[src/rtl/decode_pkg.sv]
// Shared decode definitions: opcode/func encodings, legal-encoding lists,
// instruction field positions and the fixed-width decoded field bundle.
package decode_pkg;

  localparam int INSTR_W = 32;

  // Field bit positions within the 32-bit instruction word
  localparam int OPC_HI = 31;
  localparam int OPC_LO = 26;
  localparam int RS_HI  = 25;
  localparam int RS_LO  = 21;
  localparam int RT_HI  = 20;
  localparam int RT_LO  = 16;
  localparam int RD_HI  = 15;
  localparam int RD_LO  = 11;
  localparam int SH_HI  = 10;
  localparam int SH_LO  = 6;
  localparam int FN_HI  = 5;
  localparam int FN_LO  = 0;
  localparam int IMM_HI = 15;
  localparam int IMM_LO = 0;
  localparam int IMM_W  = IMM_HI - IMM_LO + 1;

  // Opcodes
  localparam logic [5:0] OPC_RTYPE = 6'h00;
  localparam logic [5:0] OPC_J     = 6'h02;
  localparam logic [5:0] OPC_JAL   = 6'h03;
  localparam logic [5:0] OPC_BEQ   = 6'h04;
  localparam logic [5:0] OPC_BNE   = 6'h05;
  localparam logic [5:0] OPC_ADDI  = 6'h08;
  localparam logic [5:0] OPC_ANDI  = 6'h0C;
  localparam logic [5:0] OPC_ORI   = 6'h0D;
  localparam logic [5:0] OPC_LUI   = 6'h0F;
  localparam logic [5:0] OPC_LW    = 6'h23;
  localparam logic [5:0] OPC_SW    = 6'h2B;

  // R-type function codes
  localparam logic [5:0] FN_SLL = 6'h00;
  localparam logic [5:0] FN_SRL = 6'h02;
  localparam logic [5:0] FN_JR  = 6'h08;
  localparam logic [5:0] FN_ADD = 6'h20;
  localparam logic [5:0] FN_SUB = 6'h22;
  localparam logic [5:0] FN_AND = 6'h24;
  localparam logic [5:0] FN_OR  = 6'h25;
  localparam logic [5:0] FN_SLT = 6'h2A;

  localparam int N_LEGAL_OPC = 11;
  localparam int N_LEGAL_FN  = 8;

  localparam logic [N_LEGAL_OPC-1:0][5:0] LEGAL_OPCODES = {
    OPC_RTYPE, OPC_J, OPC_JAL, OPC_BEQ, OPC_BNE, OPC_ADDI,
    OPC_ANDI, OPC_ORI, OPC_LUI, OPC_LW, OPC_SW
  };

  localparam logic [N_LEGAL_FN-1:0][5:0] LEGAL_FUNCS = {
    FN_SLL, FN_SRL, FN_JR, FN_ADD, FN_SUB, FN_AND, FN_OR, FN_SLT
  };

  // Register/control fields of one decoded instruction (imm and PC are
  // width-parameterised and are appended by the stage itself)
  typedef struct packed {
    logic [5:0] opcode;
    logic [4:0] reg1;
    logic [4:0] reg2;
    logic [4:0] dest_reg;
    logic [4:0] shamt;
    logic [5:0] func;
    logic       is_rtype;
  } dec_fields_t;

  function automatic logic opcode_legal(input logic [5:0] op);
    logic ok;
    ok = 1'b0;
    for (int i = 0; i < N_LEGAL_OPC; i++) begin
      if (op == LEGAL_OPCODES[i]) ok = 1'b1;
    end
    return ok;
  endfunction

  function automatic logic func_legal(input logic [5:0] fn);
    logic ok;
    ok = 1'b0;
    for (int i = 0; i < N_LEGAL_FN; i++) begin
      if (fn == LEGAL_FUNCS[i]) ok = 1'b1;
    end
    return ok;
  endfunction

endpackage

[src/rtl/decode_fifo.sv]
// Generic DEPTH x WIDTH synchronous FIFO with occupancy count, synchronous
// flush and asynchronous active-low reset. Head entry is read combinationally.
module decode_fifo #(
  parameter int WIDTH = 8,
  parameter int DEPTH = 2
) (
  input  logic                   clk,
  input  logic                   reset,
  input  logic                   flush,
  input  logic                   push,
  input  logic                   pop,
  input  logic [WIDTH-1:0]       wdata,
  output logic [WIDTH-1:0]       rdata,
  output logic [$clog2(DEPTH):0] count
);

  localparam int PTR_W = $clog2(DEPTH);
  localparam int CNT_W = PTR_W + 1;
  localparam logic [CNT_W-1:0] FULL_CNT = CNT_W'(DEPTH);

  logic [WIDTH-1:0] mem [DEPTH];
  logic [PTR_W-1:0] wr_ptr;
  logic [PTR_W-1:0] rd_ptr;
  logic             do_push;
  logic             do_pop;

  // Flush wins over both ports; never overfill or underflow
  assign do_push = push & ~flush & (count < FULL_CNT);
  assign do_pop  = pop  & ~flush & (count != '0);

  assign rdata = mem[rd_ptr];

  // Storage is cleared on reset so the head reads as zero while reset is low
  always_ff @(posedge clk or negedge reset) begin
    if (!reset) begin
      for (int i = 0; i < DEPTH; i++) mem[i] <= '0;
    end else if (do_push) begin
      mem[wr_ptr] <= wdata;
    end
  end

  // Pointers wrap naturally because DEPTH is a power of two
  always_ff @(posedge clk or negedge reset) begin
    if (!reset) begin
      wr_ptr <= '0;
      rd_ptr <= '0;
      count  <= '0;
    end else if (flush) begin
      wr_ptr <= '0;
      rd_ptr <= '0;
      count  <= '0;
    end else begin
      if (do_push) wr_ptr <= wr_ptr + 1'b1;
      if (do_pop)  rd_ptr <= rd_ptr + 1'b1;
      case ({do_push, do_pop})
        2'b10:   count <= count + 1'b1;
        2'b01:   count <= count - 1'b1;
        default: count <= count;
      endcase
    end
  end

endmodule

[src/rtl/decode_stage_buffered.sv]
// Buffered instruction decode stage between fetch and register read.
// Splits each accepted instruction into fields, sign-extends the immediate
// and queues the bundle in a DEPTH-entry FIFO.
// Optional feature: define DECODE_ILLEGAL_CHECK_EN to flag unsupported
// opcodes / R-type function codes; otherwise illegal is tied to 0.
module decode_stage_buffered
  import decode_pkg::*;
#(
  parameter int XLEN  = 32,
  parameter int PC_W  = 32,
  parameter int DEPTH = 2
) (
  input  logic                   clk,
  input  logic                   reset,
  input  logic                   flush,
  input  logic                   in_valid,
  output logic                   in_ready,
  input  logic [INSTR_W-1:0]     instr,
  input  logic [PC_W-1:0]        in_pc,
  output logic                   out_valid,
  input  logic                   out_ready,
  output logic [5:0]             opcode,
  output logic [4:0]             reg1,
  output logic [4:0]             reg2,
  output logic [4:0]             dest_reg,
  output logic [4:0]             shamt,
  output logic [5:0]             func,
  output logic [XLEN-1:0]        imm,
  output logic                   is_rtype,
  output logic                   illegal,
  output logic [PC_W-1:0]        out_pc,
  output logic [$clog2(DEPTH):0] count
);

  localparam int CNT_W = $clog2(DEPTH) + 1;
  localparam logic [CNT_W-1:0] DEPTH_CNT = CNT_W'(DEPTH);

  typedef struct packed {
    dec_fields_t     f;
    logic [XLEN-1:0] imm;
    logic [PC_W-1:0] pc;
`ifdef DECODE_ILLEGAL_CHECK_EN
    logic            illegal;
`endif
  } bundle_t;

  bundle_t dec;
  bundle_t head;
  logic    ready_en;
  logic    push;
  logic    pop;

  // Field split of the incoming word; R-type and I-type place registers differently
  always_comb begin
    dec            = '0;
    dec.f.opcode   = instr[OPC_HI:OPC_LO];
    dec.f.is_rtype = (instr[OPC_HI:OPC_LO] == OPC_RTYPE);
    if (dec.f.is_rtype) begin
      dec.f.reg1     = instr[RS_HI:RS_LO];
      dec.f.reg2     = instr[RT_HI:RT_LO];
      dec.f.dest_reg = instr[RD_HI:RD_LO];
    end else begin
      dec.f.reg1     = instr[RT_HI:RT_LO];
      dec.f.reg2     = instr[RS_HI:RS_LO];
      dec.f.dest_reg = instr[RS_HI:RS_LO];
    end
    dec.f.shamt = instr[SH_HI:SH_LO];
    dec.f.func  = instr[FN_HI:FN_LO];
    dec.imm     = {{(XLEN-IMM_W){instr[IMM_HI]}}, instr[IMM_HI:IMM_LO]};
    dec.pc      = in_pc;
`ifdef DECODE_ILLEGAL_CHECK_EN
    dec.illegal = ~opcode_legal(dec.f.opcode) |
                  (dec.f.is_rtype & ~func_legal(dec.f.func));
`endif
  end

  // Holds in_ready low while reset is asserted; opens on the first clock after release
  always_ff @(posedge clk or negedge reset) begin
    if (!reset) ready_en <= 1'b0;
    else        ready_en <= 1'b1;
  end

  assign in_ready  = ready_en & (count < DEPTH_CNT);
  assign out_valid = (count != '0);
  assign push      = in_valid & in_ready & ~flush;
  assign pop       = out_valid & out_ready & ~flush;

  decode_fifo #(
    .WIDTH ($bits(bundle_t)),
    .DEPTH (DEPTH)
  ) u_fifo (
    .clk   (clk),
    .reset (reset),
    .flush (flush),
    .push  (push),
    .pop   (pop),
    .wdata (dec),
    .rdata (head),
    .count (count)
  );

  assign opcode   = head.f.opcode;
  assign reg1     = head.f.reg1;
  assign reg2     = head.f.reg2;
  assign dest_reg = head.f.dest_reg;
  assign shamt    = head.f.shamt;
  assign func     = head.f.func;
  assign is_rtype = head.f.is_rtype;
  assign imm      = head.imm;
  assign out_pc   = head.pc;
`ifdef DECODE_ILLEGAL_CHECK_EN
  assign illegal  = head.illegal;
`else
  assign illegal  = 1'b0;
`endif

endmodule

[config.mk]
export PLATFORM = sky130hd
export DESIGN_NAME = decode_stage_buffered
export DESIGN_NICKNAME = d
export VERILOG_FILES = /design/src/rtl/decode_pkg.sv /design/src/rtl/decode_fifo.sv /design/src/rtl/decode_stage_buffered.sv
export SDC_FILE = /design/constraint.sdc
export NUM_CORES = 1
export LEC_CHECK = 0
export ABC_AREA = 1
export CAP_MARGIN = 10
export CORE_UTILIZATION = 55
export DETAILED_ROUTE_END_ITERATION = 8
export DONT_BUFFER_PORTS = 1
export PLACE_DENSITY = 0.7
export SYNTH_ARGS = -nofsm -noshare
export SYNTH_HDL_FRONTEND = slang
export SYNTH_SLANG_ARGS = --single-unit
[constraint.sdc]
create_clock -name clk -period 3.1 [get_ports clk]
set_input_delay 0.62 -clock clk [delete_from_list [all_inputs] [get_ports clk]]
set_output_delay 0.62 -clock clk [all_outputs]
set_load 0.005 [all_outputs]
==> results of run 1 <==
kinds of logic (layout without fill, tap and decap cells):
family | after synthesis | count (layout) | share of synthesized area [%]
flops | 145 | 145 | 53.3
buf+inv | 155 | 117 | 11.7
simple gates | 388 | 388 | 21.9
compound gates | 160 | 160 | 13.0
other cells | 2 | 2 | 0.110
cell type report:
type | instances | area (sq um)
Clock inverter | 6 | 57.6
Fill cell | 1105 | 4890
Timing Repair Buffer | 8 | 97.6
Multi-Input combinational cell | 550 | 2380
Tap cell | 168 | 210
Sequential cell | 145 | 3630
Clock buffer | 23 | 488
Inverter | 80 | 305
metal layers:
layer  global-route usage, %  vias to the layer above  wire, microns
met2                    37.2                      162           6580
met1                    28.6                     2332           6000
li1                        -                     2494              -
met3                    6.96                       31            840
met5                       0                        -              0
met4                    10.7                        0            299
flip-flops by register name, indices dropped and copies added (netlist names):
register,flops
ready_en,1
u_fifo.wr_ptr,1
u_fifo.rd_ptr,1
u_fifo.count,2
u_fifo.mem,140
cell usage after synthesis, drive strengths merged:
master / number
a21oi: 2
o21ai: 158
inv: 80
dfrtp: 145
nand2: 374
nor2: 8
nand3: 5
clkbuf: 23
buf: 52
nand4: 1
conb: 2
cell usage in the layout (no fill, tap or decap):
master and count:
o21ai_1 97, o21ai_0 38, a21oi_1 2, buf_12 3
nand4_1 1, nor2_4 2, nor2_1 5, bufinv_16 1
conb_1 2, dfrtp_2 1, clkbuf_1 2, nor2_2 1
inv_2 4, dfrtp_1 144, clkinv_2 4, clkbuf_16 17
nand2_2 1, nand3_2 1, o21ai_2 23, inv_4 2
nand3_1 4, clkbuf_8 4, clkinvlp_4 1, buf_4 5
inv_1 74, nand2_1 373
path summary, 6_finish.rpt:
path                                    to  slack [ns]  cells after the start
hold / removal             u_fifo.mem[112]       -0.10                      0
setup / recovery                  shamt[3]        0.66                      4
min in group clk           u_fifo.mem[172]        0.35                      2
setup reg to reg           u_fifo.mem[161]        0.97                      9
hold reg to reg             u_fifo.mem[82]        0.48                      2
max in group asynchronous  u_fifo.mem[189]        3.01                      0
where the power goes:
part / leakage [nW] / switching [mW] / internal (mW) / total (mW)
Clock: 0.271 / 0.714 / 1.17 / 1.88
Sequential: 1.83 / 0.220 / 2.32 / 2.55
Combinational: 1.70 / 0.519 / 0.315 / 0.834
Total: 3.80 / 1.45 / 3.81 / 5.26
==> metrics.md, run 1 <==
| Metric | Value |
|---|---|
| Synth area leader | dfrtp_1 |
| Avg Inst Size Synth | 8.01 sq um |
| Worst Path Max Fanout | 31 |
| Global-route usage over all layers | 23.1% |
| Die ar. | roughly 13,000 sq um |
| Required time of the worst setup path | about 2.5 ns |
| Pwr per Cell Area | 733 nW/um^2 |
| Setup TNS Final | 0 ns |
| Failing checks | hold timing |
| Startpoint Class | register |
| Synth top area share | 53.3% |
| Layout cells sized above 1 | under 10% |
| DRC | 0 |
| Num CTS Buffers | 17 |
| Via/cell ratio | 5.12 |
| Worst-margin pin slew | a little under 0.6 ns |
| Ant. Diodes | 0 |
| Placed cell area | between 6000 and 7000 sq um |
| Post-Layout Cell Count | roughly 1,000 |
| Row cnt | 40 |
| Peak VDD IR | 0.327 mV |
| Synth warn | 0 |
| Post-Syn Area | slightly below 7000 sq um |
| Top area cells in the synthesized netlist | dfrtp_1 (53%), nand2_1 (21%), o21ai_1 (7.1%), inv_1 (4.1%), buf_4 (3.2%) |
| Worst-path cell chain | inv_2 > buf_4 > nand2_1 > nand2_1 |
| Status | complete, but fails checks |
| Die width | between 100 and 150 microns |
| Leak | between 3 and 4 nW |
| Area Growth Syn to Fin | 5.31% |
| CP top delay family | buffers and inverters |
| Initial Util | 56.5% |
| Max clock buf depth | 2 |
| Vias in the first global route | 4,792 |
| Crit-path max cell delay | 0.43 ns |
| Syn_nets | ~900 |
| Register area share after synthesis | a little over half |
| WL/cell | 14.0 microns |
| Nets | 871 |
| Boundary pin count | about 170 |
| CTS tree | done |
| Max-Cap Viols | 0 |
| Largest net degree at the start of global routing | 146 |
| Chip Height | 113 microns |
| Crit Path Category | register to output pin |
| Count of cell types in the netlist | 21 |
| WP buf/inv | 2 |
| Tightest Hold Check Type | input pin to async pin |
| Antenna viol nets, final | 0 |
| DR pass1 iterations | 5 |
| Final setup margin | 0.664 ns |
| Arr. time, crit path | around 1.8 ns |
| Initial antenna violation count | 0 |
| Post-Route Utilization | 59.5% |
| Setup violators final | 0 |
| Drt initial violations | between 300 and 400 |
| Seq cells post-synth | 145 |
| Port Buffers | 0 |
| Slew HR | 61.2% |
| Crit end category | output pin |
| Fmax | 0.411 GHz |
| Tot Pwr | around 5.3 mW |
| Clock network latency to the later pin of the worst-skew pair | 0.42 ns |
| Skew final | 0.00675 ns |
| Max Slew Vio Count | 0 |
| Setup Buffers After CTS | 0 |
| Setup WS pre-CTS | 0.861 ns |
| Hold Worst Slack | -0.103 ns |
| Final instance area | around 7200 sq um |
| Global-route wire length before repair | about 23,000 microns |
| Resized cells post-CTS | 0 |
| H-Tree Depth | 4 |
| Root Driver | clkbuf_16 |
| Via count | 5,019 |
| RR Startpoint | u_fifo.count[1] |
| Cells after synthesis | 850 |
| Core outline area | 12,100 sq um |
| Clock tree sinks | 145 |
| Hold Fails Final Rpt | around 150 |
| Total grt overflow | 0 |
| RSZ-0062 raised after global routing | no |
| Final Cycle Share | 78.6% |
| DPL Wire Length | 8820 microns |
| Final WL | ~14,000 microns |
| Clk slew on worst S/H paths | approximately 0.06 ns |
| Dpl cells | around 950 |
| Most frequent CP cell | nand2_1 |
| Slowest stage cell, crit path | inv_2 |
| Fin crit period | 2.44 ns |
| Crit path from | u_fifo.rd_ptr |
| Placer Congestion | 0.775 |
(Power assumes the default switching activity.)
==> run 2, diff against run 1 <==
Settings changed: PLACE_DENSITY 0.7 to 0.73.
Clock period 3.1 ns to 2.1 ns, I/O delays scaled along.
==> metrics.md, run 2 (synthesized netlist as in run 1, its figures left out) <==
| Metric | Value |
|---|---|
| Initial antenna violation count | 0 |
| WP buf/inv | 2 |
| Top Registers | u_fifo.mem x140, u_fifo.count x2 |
| Setup Buffers After CTS | 0 |
| Worst-path cell chain | inv_4 > buf_4 > nand2_1 > nand2_1 |
| Hold Worst Slack | -0.295 ns |
| Max-Cap Viols | 0 |
| Fillers | 1,047 |
| H-Tree Depth | 4 |
| Max clock buf depth | 2 |
| Layout cells sized above 1 | 9.18% |
| Initial Util | 56.5% |
| Max Slew Vio Count | 0 |
| Pwr per Cell Area | 1140 nW/um^2 |
| Clock group share of total power | 39.7% |
| Comb pwr share | 15.1% |
| Vias in the first global route | 4,865 |
| CP top delay family | buffers and inverters |
| Most frequent cells in the layout | nand2_1 (373), dfrtp_1 (144), o21ai_1 (97) |
| DR pass1 iterations | 5 |
| DPL Wire Length | about 9000 microns |
| Clock tree sinks | 145 |
| Die ar. | 12,800 sq um |
| Startpoint Class | register |
| Fin crit period | between 1.5 and 2 ns |
| Switching portion of total power | 26.7% |
| Tightest Hold Check Type | input pin to async pin |
| Die width | 113 microns |
| Fmax | about 0.5 GHz |
| Via/cell ratio | 5.17 |
| Hold Fails Final Rpt | 145 |
| Global-route wire length before repair | ~24,000 microns |
| Crit-path max cell delay | 0.44 ns |
| Sequential Power Share | 45.3% |
| Placed cell area | 6670 sq um |
| Reg with most FFs | u_fifo.mem |
| Row cnt | 40 |
| Final Cycle Share | 94.2% |
| Antenna viol nets, final | 0 |
| Slowest stage cell, crit path | dfrtp_2 |
| WL/cell | 14.5 microns |
| Commonest non-fill, non-tap cell in the layout | nand2_1 |
| Root Driver | clkbuf_16 |
| Crit Path Category | register to output pin |
| Setup TNS Final | 0 ns |
| Global-route usage over all layers | 23.8% |
| Boundary pin count | 171 |
| Chip Height | 113 microns |
| Pint | 6.10 mW |
| Ant. Diodes | 0 |
| RSZ-0062 raised after global routing | no |
| Placer Congestion | 0.846 |
| Core outline area | 12,100 sq um |
| Drt initial violations | 505 |
| Worst-margin pin slew | approximately 0.64 ns |
| Setup violators final | 0 |
| Nets | 873 |
| Status | complete, but fails checks |
| Final instance area | 7320 sq um |
| Clock network latency to the later pin of the worst-skew pair | 0.41 ns |
| Crit end category | output pin |
| Tot Pwr | 8.32 mW |
| FF+latch area | roughly 3600 sq um |
| Area occupied by multi-input gates | ~2400 sq um |
| Leak | 3.87 nW |
| Skew final | 0.00672 ns |
| DRC | 0 |
| CTS tree | done |
| Largest net degree at the start of global routing | 146 |
| Slew HR | 57.0% |
| Failing checks | hold timing |
| Area Growth Syn to Fin | 7.53% |
| Required time of the worst setup path | 1.68 ns |
| Port Buffers | 0 |
| Peak VDD IR | 0.669 mV |
| Most frequent CP cell | nand2_1 |
| Num CTS Buffers | 17 |
| Worst Path Max Fanout | 21 |
| Arr. time, crit path | 1.56 ns |
| Final WL | 14,300 microns |
| Via count | 5,090 |
| Total grt overflow | 0 |
| Clk slew on worst S/H paths | 0.06 ns |
| Max reg flops | 140 |
| NetSw | 2.22 mW |
## run 2: cell types whose count changed in the layout (fill, tap and decap cells not counted)
cell	before	now
clkbuf_8	4	3
inv_4	2	3
clkinvlp_4	1	2
inv_2	4	3
bufinv_16	1	5
buf_12	3	5
clkinv_2	4	3
## run 2: worst paths after layout
check | slack [ns] | start | depth (start not counted) | to
worst min-delay path | -0.30 | reset | 0 | u_fifo.mem[104]
worst max register to register | 0.25 | u_fifo.count[1] | 9 | u_fifo.mem[9]
max in group asynchronous | 2.17 | reset | 0 | u_fifo.mem[96]
worst max-delay path | 0.12 | u_fifo.rd_ptr | 4 | out_pc[23]
min in group clk | 0.16 | in_pc[10] | 2 | u_fifo.mem[10]
worst min register to register | 0.48 | u_fifo.mem[80] | 2 | u_fifo.mem[80]
## run 2: worst register-to-register path, delay by kind of cell, from the launching register on
family / cells / cell delay [ns]
compound gates: 1 / 0.08
buf+inv: 4 / 0.52
flops: 1 / 0.44
simple gates: 4 / 0.65
## run 2: final cells by class
class / instances / area share, %
flip-flops and latches: 145 / 49.6
multi-input cells: 550 / 32.6
clock buffers: 22 / 6.47
inverters: 80 / 4.20
well taps: 168 / 2.87
clock inverters: 10 / 2.46
repair buffers: 10 / 1.88
## run 2: what timing repair did
| action | 4_1_cts | 5_1_grt |
|---|---|---|
| setup endpoints to repair | 15 | 0 |
| gates resized for setup | 1 | 0 |
| endpoints found under the hold margin | 145 | 145 |
## run 2: power groups by stage
stage | logic (mW) | registers [mW] | clock network (mW)
2_1_floorplan | 1.17 | 3.71 | 0
3_3_place_gp | 1.20 | 3.77 | 0
3_5_place_dp | 1.26 | 3.80 | 0
4_1_cts | 1.27 | 3.76 | 3.36
5_1_grt | 1.47 | 3.84 | 3.45
6_report | 1.25 | 3.77 | 3.30
## run 2: routing by layer
metal	up-vias	routed length [microns]	part of all wire [%]	GRT usage, %
li1	2504	-	-	-
met1	2380	6230	44	31.2
met2	181	6940	48	38.1
met3	25	861	6.0	6.27
met4	0	285	2.0	8.86
met5	-	0	0	0
## run 2: per-stage QoR
stage	worst slack [ns]	utilization, %	instances	hold WS (ns)
after floorplan	0.216	-	850	0.124
after global placement	0.391	55.3	953	0.128
after detailed placement	0.320	55.3	953	0.129
after CTS	0.102	60.7	985	-0.316
after global routing	0.0126	60.7	985	-0.316
final	0.121	60.7	985	-0.295
==> run 3, diff against run 2 <==
Settings changed: CORE_MARGIN from default to 2.
==> metrics.md, run 3 (synthesized netlist as in run 1, its figures left out) <==
| Metric | Value |
|---|---|
| CTS tree | done |
| Max clock buf depth | 2 |
| Chip Height | 115 microns |
| Top Registers | u_fifo.mem x140, u_fifo.count x2 |
| Drt initial violations | 399 |
| DR pass1 iterations | 7 |
| Crit Path Category | register to output pin |
| Hold Worst Slack | -0.298 ns |
| Clk slew on worst S/H paths | roughly 0.06 ns |
| Boundary pin count | around 170 |
| H-Tree Depth | 4 |
| Placed cell area | 6650 sq um |
| Via/cell ratio | just over 5 |
| Fillers | 1,081 |
| Met1 wire length | 6160 microns |
| Global-route usage over all layers | ~22% |
| Slew HR | 49.8% |
| Initial antenna violation count | 0 |
| Max Slew Vio Count | 0 |
| Status | complete, but fails checks |
| Leak | between 3 and 4 nW |
| Hold Fails Final Rpt | 145 |
| Max-Cap Viols | 0 |
| Crit end category | output pin |
| Reg2Reg Capture Point | u_fifo.mem[21] |
| Clock tree sinks | between 100 and 150 |
| Row cnt | 40 |
| Max reg flops | 140 |
| DRC | 0 |
| Reg2Reg Setup Slack | 0.26 ns |
| Worst-path cell chain | buf_12 > nand2_1 > nand2_1 > buf_12 |
| Peak VDD IR | 0.512 mV |
| Root Driver | clkbuf_16 |
| Clock network latency to the later pin of the worst-skew pair | 0.42 ns |
| Required time of the worst setup path | 1.68 ns |
| Core outline area | 12,100 sq um |
| Largest net degree at the start of global routing | about 150 |
| Startpoint Class | register |
| Commonest non-fill, non-tap cell in the layout | nand2_1 |
| Setup violators final | 0 |
| WL/cell | 14.4 microns |
| Fmax | slightly above 0.5 GHz |
| DPL Wire Length | 9020 microns |
| Final WL | 14,100 microns |
| Nets | 872 |
| Reg with most FFs | u_fifo.mem |
| Arr. time, crit path | 1.56 ns |
| Crit-path max cell delay | 0.41 ns |
| Final Cycle Share | around 94% |
| Failing checks | hold timing |
| Post-Layout Cell Count | 983 |
| Setup TNS Final | 0 ns |
| Num CTS Buffers | 17 |
| R2r worst-path depth | 9 |
| Total grt overflow | 0 |
| Highest metal used | met4 |
| Ant. Diodes | 0 |
| Worst-margin pin slew | between 0.7 and 0.8 ns |
| RSZ-0062 raised after global routing | no |
| Slowest stage cell, crit path | dfrtp_2 |
| Layout cells sized above 1 | slightly below 9% |
| Vias in the first global route | 4,702 |
| Initial Util | 56.5% |
| Port Buffers | 0 |
| Dpl cells | around 950 |
| FF+latch area | 3630 sq um |
| Pwr per Cell Area | between 1000 and 1500 nW/um^2 |
| RR Startpoint | u_fifo.count[1] |
| Skew final | 0.0108 ns |
| Placer Congestion | 0.837 |
| Tightest Hold Check Type | input pin to async pin |
| Final instance area | 7190 sq um |
| Area Growth Syn to Fin | 5.58% |
| Global-route wire length before repair | 22,900 microns |
| Worst Path Max Fanout | 80 |
| Fin crit period | 1.98 ns |
| Met2 Wirelength | 6920 microns |
| Most frequent cells in the layout | nand2_1 (373), dfrtp_1 (144), o21ai_1 (97) |
| Crit path from | u_fifo.rd_ptr |
| Metal3 WL | 831 microns |
| Area occupied by multi-input gates | 2380 sq um |
| Via count | slightly above 5,000 |
| Die ar. | ~13,000 sq um |
| Antenna viol nets, final | 0 |
| Die width | around 120 microns |
## run 3: worst max-delay path by stage
stage	end	slack [ns]
3_5_place_dp	u_fifo.mem[92]	0.31
4_1_cts	imm[16]	0.11
3_3_place_gp	u_fifo.mem[1]	0.42
5_1_grt	imm[24]	0.006
6_report	imm[16]	0.12
2_1_floorplan	imm[16]	0.22
## run 3: layout make-up
cell class / instances / share of cell area, %
Multi-Input combinational cell: 550 / 33.2
Inverter: 80 / 4.28
Tap cell: 168 / 2.92
Sequential cell: 145 / 50.5
Clock buffer: 24 / 6.70
Clock inverter: 7 / 0.835
Timing Repair Buffer: 9 / 1.64
## run 3: power by group
part / internal (mW) / leakage, nW / switching [mW] / total [mW]
combinational: 0.470 / 1.71 / 0.779 / 1.25
clock: 1.70 / 0.273 / 1.07 / 2.77
sequential: 3.43 / 1.83 / 0.333 / 3.76
total: 5.60 / 3.81 / 2.18 / 7.78
## run 3: what timing repair did
action,CTS,global route
gates resized for setup,1,0
endpoints found under the setup margin,2,0
hold endpoints to repair,145,145
buffers inserted,0,0
## run 3: routing by layer
layer	vias to the layer above	GRT usage (%)
met5	-	0
met4	0	8.35
met3	19	6.54
met2	160	35.4
met1	2418	28.9
li1	2508	-
## run 3: per-stage QoR
step	util [%]	total power [mW]	setup slack [ns]
finish	59.6	7.78	0.121
global route	59.6	8.26	0.00608
CTS	59.6	7.84	0.111
detailed placement	55.1	5.06	0.311
global placement	55.1	4.96	0.420
floorplan	-	4.89	0.216
## run 3: critical path: cells and delay by family (launching register included)
kind                   cells  cell delay [ns]
and+or+nand+nor            2             0.20
buffers and inverters      2             0.50
DFF                        1             0.41
